===== src/rtl/reset_sequencer.sv =====
// Reset sequencer: holds every domain in reset, then releases them in index order.
// Define RESET_SEQ_TIMEOUT_EN to bound each stage's done-wait and latch a sticky fault.
module reset_sequencer #(
  parameter int unsigned       STAGES      = 4,
  parameter int unsigned       INIT_DELAY  = 15,
  parameter int unsigned       STAGE_DELAY = 2,
  parameter logic [STAGES-1:0] DONE_MASK   = '1,
  parameter int unsigned       TIMEOUT     = 1024
) (
  input  logic              clk,
  input  logic              reset_n,
  input  logic              soft_reset,
  input  logic [STAGES-1:0] stage_done,
  output logic [STAGES-1:0] stage_reset,
  output logic              all_ready,
  output logic              busy,
  output logic              fault
);

  // state    | meaning
  // ST_INIT  | power-on hold, counting INIT_DELAY down
  // ST_WAIT  | stage idx released, waiting for its done (or auto-complete)
  // ST_GAP   | stage idx complete, counting STAGE_DELAY before next release
  // ST_RUN   | all stages released and complete
  // ST_FAULT | a stage timed out; all domains held in reset
  typedef enum logic [2:0] {
    ST_INIT  = 3'd0,
    ST_WAIT  = 3'd1,
    ST_GAP   = 3'd2,
    ST_RUN   = 3'd3,
    ST_FAULT = 3'd4
  } state_t;

  localparam int unsigned CNT_MAX_A = (INIT_DELAY > STAGE_DELAY) ? INIT_DELAY : STAGE_DELAY;
  localparam int unsigned CNT_MAX   = (CNT_MAX_A > TIMEOUT) ? CNT_MAX_A : TIMEOUT;
  localparam int unsigned CNT_W     = ($clog2(CNT_MAX + 1) < 1) ? 1 : $clog2(CNT_MAX + 1);
  localparam int unsigned IDX_W     = (STAGES < 2) ? 1 : $clog2(STAGES);

  localparam logic [CNT_W-1:0] INIT_CNT = CNT_W'(INIT_DELAY);
  localparam logic [CNT_W-1:0] GAP_CNT  = CNT_W'(STAGE_DELAY);
  localparam logic [IDX_W-1:0] LAST_IDX = IDX_W'(STAGES - 1);
`ifdef RESET_SEQ_TIMEOUT_EN
  // Loaded on WAIT entry so the fault fires on the TIMEOUT-th WAIT edge.
  localparam logic [CNT_W-1:0] WAIT_CNT = CNT_W'(TIMEOUT - 1);
`else
  localparam logic [CNT_W-1:0] WAIT_CNT = '0;
`endif

  state_t              state_q, state_d;
  logic [CNT_W-1:0]    cnt_q, cnt_d;
  logic [IDX_W-1:0]    idx_q, idx_d;
  logic [IDX_W-1:0]    idx_nxt;
  logic [STAGES-1:0]   stage_reset_q, stage_reset_d;
  logic                all_ready_q, all_ready_d;
  logic                fault_q, fault_d;
  logic                stage_ok;

  always_ff @(posedge clk or negedge reset_n) begin
    if (!reset_n) begin
      state_q       <= ST_INIT;
      cnt_q         <= INIT_CNT;
      idx_q         <= '0;
      stage_reset_q <= '1;
      all_ready_q   <= 1'b0;
      fault_q       <= 1'b0;
    end else begin
      state_q       <= state_d;
      cnt_q         <= cnt_d;
      idx_q         <= idx_d;
      stage_reset_q <= stage_reset_d;
      all_ready_q   <= all_ready_d;
      fault_q       <= fault_d;
    end
  end

  assign idx_nxt  = idx_q + IDX_W'(1);
  assign stage_ok = stage_done[idx_q] || !DONE_MASK[idx_q];

  always_comb begin
    state_d       = state_q;
    cnt_d         = cnt_q;
    idx_d         = idx_q;
    stage_reset_d = stage_reset_q;
    all_ready_d   = all_ready_q;
    fault_d       = fault_q;
    if (soft_reset) begin
      state_d       = ST_INIT;
      cnt_d         = INIT_CNT;
      idx_d         = '0;
      stage_reset_d = '1;
      all_ready_d   = 1'b0;
      fault_d       = 1'b0;
    end else begin
      case (state_q)
        ST_INIT: begin
          if (cnt_q != '0) begin
            cnt_d = cnt_q - CNT_W'(1);
          end else begin
            stage_reset_d[0] = 1'b0;
            idx_d            = '0;
            cnt_d            = WAIT_CNT;
            state_d          = ST_WAIT;
          end
        end
        ST_WAIT: begin
          if (stage_ok) begin
            if (idx_q == LAST_IDX) begin
              state_d     = ST_RUN;
              all_ready_d = 1'b1;
            end else begin
              cnt_d   = GAP_CNT;
              state_d = ST_GAP;
            end
          end
`ifdef RESET_SEQ_TIMEOUT_EN
          else if (cnt_q == '0) begin
            state_d       = ST_FAULT;
            stage_reset_d = '1;
            idx_d         = '0;
            fault_d       = 1'b1;
          end else begin
            cnt_d = cnt_q - CNT_W'(1);
          end
`endif
        end
        ST_GAP: begin
          if (cnt_q != '0) begin
            cnt_d = cnt_q - CNT_W'(1);
          end else begin
            stage_reset_d[idx_nxt] = 1'b0;
            idx_d                  = idx_nxt;
            cnt_d                  = WAIT_CNT;
            state_d                = ST_WAIT;
          end
        end
        ST_RUN, ST_FAULT: begin
        end
        default: begin
          state_d       = ST_INIT;
          cnt_d         = INIT_CNT;
          idx_d         = '0;
          stage_reset_d = '1;
          all_ready_d   = 1'b0;
          fault_d       = 1'b0;
        end
      endcase
    end
  end

  always_comb begin
    busy = (state_q == ST_INIT) || (state_q == ST_WAIT) || (state_q == ST_GAP);
  end

  assign stage_reset = stage_reset_q;
  assign all_ready   = all_ready_q;
`ifdef RESET_SEQ_TIMEOUT_EN
  assign fault       = fault_q;
`else
  assign fault       = 1'b0;
`endif

endmodule


===== config.mk =====
export PLATFORM = sky130hd
export DESIGN_NAME = reset_sequencer
export DESIGN_NICKNAME = d
export VERILOG_FILES = /design/src/rtl/reset_sequencer.sv
export SDC_FILE = /design/constraint.sdc
export NUM_CORES = 1
export LEC_CHECK = 0
export CAP_MARGIN = 5
export CORE_ASPECT_RATIO = 0.6
export CORE_UTILIZATION = 30
export DETAILED_ROUTE_END_ITERATION = 10
export HOLD_SLACK_MARGIN = 0.02
export PLACE_DENSITY_LB_ADDON = 0.3
export SYNTH_ARGS = -nofsm -noshare
export SYNTH_HDL_FRONTEND = slang
export SYNTH_SLANG_ARGS = --single-unit

===== constraint.sdc =====
create_clock -name clk -period 4.7 [get_ports clk]
set_input_delay 0.47 -clock clk [delete_from_list [all_inputs] [get_ports clk]]
set_output_delay 0.47 -clock clk [all_outputs]
set_load 0.05 [all_outputs]

==> impl_metrics.tcl <==
set metrics [dict create \
    synth_area_mm2 0.00119 \
    fin_crit_sh_pct 46.5 \
    yosysSeqAreaShare_pct 42.8 \
    io_pins 14 \
    holdWs_ns 0.493 \
    start_util_pct 31.9 \
    grt_max_degree 21 \
    critical_path.cell_chain "clkdlybuf4s50_1 -> or2_1 -> a31oi_2 -> a21oi_1 -> o21ai_1" \
    area_growth_pct 15.8 \
    crit_required_ns 4.89 \
    ys_seq_elements 20 \
    dieWidth_um 83.4 \
    yosys-top-cells-area "dfrtp_1 (25%), dfstp_2 (18%), ha_1 (6.3%), a31oi_1 (3.7%), mux2i_1 (3.4%)" \
    cts_setup_buffers 0 \
    clkTransAtPathRegs_ns 0.07 \
    clock_sinks 20 \
    critical_path_arrival_ns 2.37 \
    slew_violations 0 \
    met1_length_mm 1.28 \
    h-tree-depth 1 \
    ctsResizeCount 0 \
    critical-path-max-stage-delay_ns 0.67 \
    num-nets-final 140 \
    vias 892 \
    hold_path_class "register to register" \
    synth.avg_cell_area_um2 10.2 \
    post-route-drc-count 0 \
    synth_ff_type "dfrtp_1" \
    rsz0062_at_grt "false" \
    grt_overflow 0 \
    min_period_ns 2.19 \
    clockBufferDepth 2 \
    viasPerCell 5.16 \
    async_reset_ff_share_pct 100 \
    end_kind "register" \
    critical_path_class "primary input to register" \
    port_buffers 12 \
    nFillCells 365 \
    path_buf_inv 1 \
    ant_nets 0 \
    numCtsBuffers 3 \
    coreArea_mm2 0.00374 \
    ir_drop_v 0.000148 \
    cap_violations 0 \
    clkPwrFrac_pct 34.3 \
    wl_met3_um 68 \
    timing.fmax_mhz 457 \
    fin_skew_ns 0.00494 \
    power.density_mw_per_mm2 273 \
    worstMarginPinSlew_ns 0.879 \
    critical-path-top-delay-family "compound AO/OA/AOI/OAI gates" \
    die_area_mm2 0.00424 \
    wl_met2_um 980 \
    internal-power_mw 0.280 \
    wirelength_mm 2.34 \
    final_hold_viol_count 0 \
    syn_nets 130 \
    preCtsSetupSlack_ns 2.25 \
    seqPwrFrac_pct 52.0 \
    placementRows 17 \
    cts_tree "done" \
    p_leak_nw 0.524 \
    status "finished, final reports clean" \
    gr-usage-all-layers_pct 11.6 \
    totalPowerFinal_mw 0.378 \
    cp_max_fo 15 \
    cp-start-kind "primary input" \
    slew_headroom_pct 41.2 \
    synth_cell_types 43 \
    gp_congestion 0.772 \
    drive_gt1_share_pct 16.7 \
    antenna_found_initial 0 \
    layoutNonFillerInstCount 173 \
    syn_inst 117 \
    dr.pass1.iters 4 \
    fin_ws_ns 2.51 \
    place.detailed.hpwl_mm 1.76 \
    slowest_stage "clkdlybuf4s50_1" \
    fp.dieH_um 50.8 \
    placed_cells 169 \
    multi_input_area_um2 603 \
    yosys_warnings 0 \
    grt_pass1_wl_mm 3.84 \
    switching_power_mw 0.0976 \
    insertion_delay_ns 0.26 \
    synth-edff-count 0 \
    grt_pass1_vias 833 \
    synth_top_area_share_pct 25.2 \
    post_cts_hold_buffer_count 0 \
    p_comb_share_pct 13.7 \
    register_area_um2 510 \
    final_cell_mix "dfrtp_1 (12), clkdlybuf4s50_1 (12), dfstp_2 (8)" \
    fin_setup_tns_ns 0 \
    drtIter0Drc 47 \
    cts-root-buf "clkbuf_8" \
    diodes 0 \
    switching_share_pct 25.8 \
    highest_layer "met4" \
    finalSetupViolations 0 \
    avgRoutedWirePerCell_um 13.5 \
    yosysTopAreaCell "dfrtp_1" \
]
sequential cells by signal, summed over array words and instances (netlist names):
signal / cells
cnt_q: 11
stage_reset: 4
idx_q: 2
state_q: 2
all_ready: 1
cell families (layout without fill, tap and decap cells):
group	Yosys count	after routing	synth area share [%]
compound gates	33	33	18.9
xor+xnor	1	1	0.735
fa+ha+maj	6	6	6.30
buf+inv	15	24	6.61
flops	20	20	42.8
mux	5	5	5.25
other cells	1	1	0.314
simple gates	36	36	19.1
layout make-up:
class | instances | share of cell area (%)
flip-flops and latches | 20 | 37.0
repair buffers | 13 | 9.24
well taps | 47 | 4.26
inverters | 7 | 1.90
multi-input cells | 82 | 43.7
clock buffers | 4 | 3.99
worst paths after layout:
path / from / to / slack (ns) / cells after the start
worst max-delay path: soft_reset / cnt_q[9]$_DFFE_PN0P_ / 2.51 / 5
worst min-delay path: stage_reset[2]$_DFFE_PN1P_ / stage_reset[2]$_DFFE_PN1P_ / 0.49 / 2
worst max register to register: cnt_q[0]$_DFFE_PN1P_ / stage_reset[0]$_DFFE_PN1P_ / 2.84 / 6
worst min register to register: stage_reset[2]$_DFFE_PN1P_ / stage_reset[2]$_DFFE_PN1P_ / 0.49 / 2
max in group asynchronous: reset_n / cnt_q[10]$_DFFE_PN0P_ / 3.45 / 1
min in group asynchronous: reset_n / state_q[0]$_DFFE_PN0P_ / 0.71 / 1
routing by layer:
layer	vias up	GRT usage, %
met2	15	17.8
li1	442	-
met5	-	0
met3	3	3.07
met1	432	16.5
met4	0	2.59
synth_stat cells, drive strengths merged (2+ instances only):
cell	instances
mux2i	4
nand2b	2
a221oi	2
o31ai	2
a31oi	8
or3	3
o21ai	6
buf	7
ha	6
nor3	4
nand3	6
dfrtp	12
a21o	2
nand2	4
inv	7
nor2	7
dfstp	8
a21oi	8
power groups by stage:
stage               clock, mW  combinational, mW  sequential (mW)
global route            0.141             0.0574            0.197
CTS                     0.133             0.0521            0.196
global placement            0             0.0513            0.199
floorplan                   0             0.0446            0.193
detailed placement          0             0.0519            0.199
finish                  0.129             0.0517            0.196
stage by stage:
stage	instance area, um^2	utilization, %
after floorplan	1190	-
after global routing	1380	36.9
after global placement	1330	35.4
after CTS	1380	36.9
after detailed placement	1330	35.4
final	1380	36.9
tightest hold or removal path: cells and delay by family, from the launching register on:
family	cells	cell delay, ns
AOI/OAI and AO/OA	1	0.05
DFF	1	0.37
and+or+nand+nor	1	0.07
No activity file was read; power rests on OpenSTA's default activity.
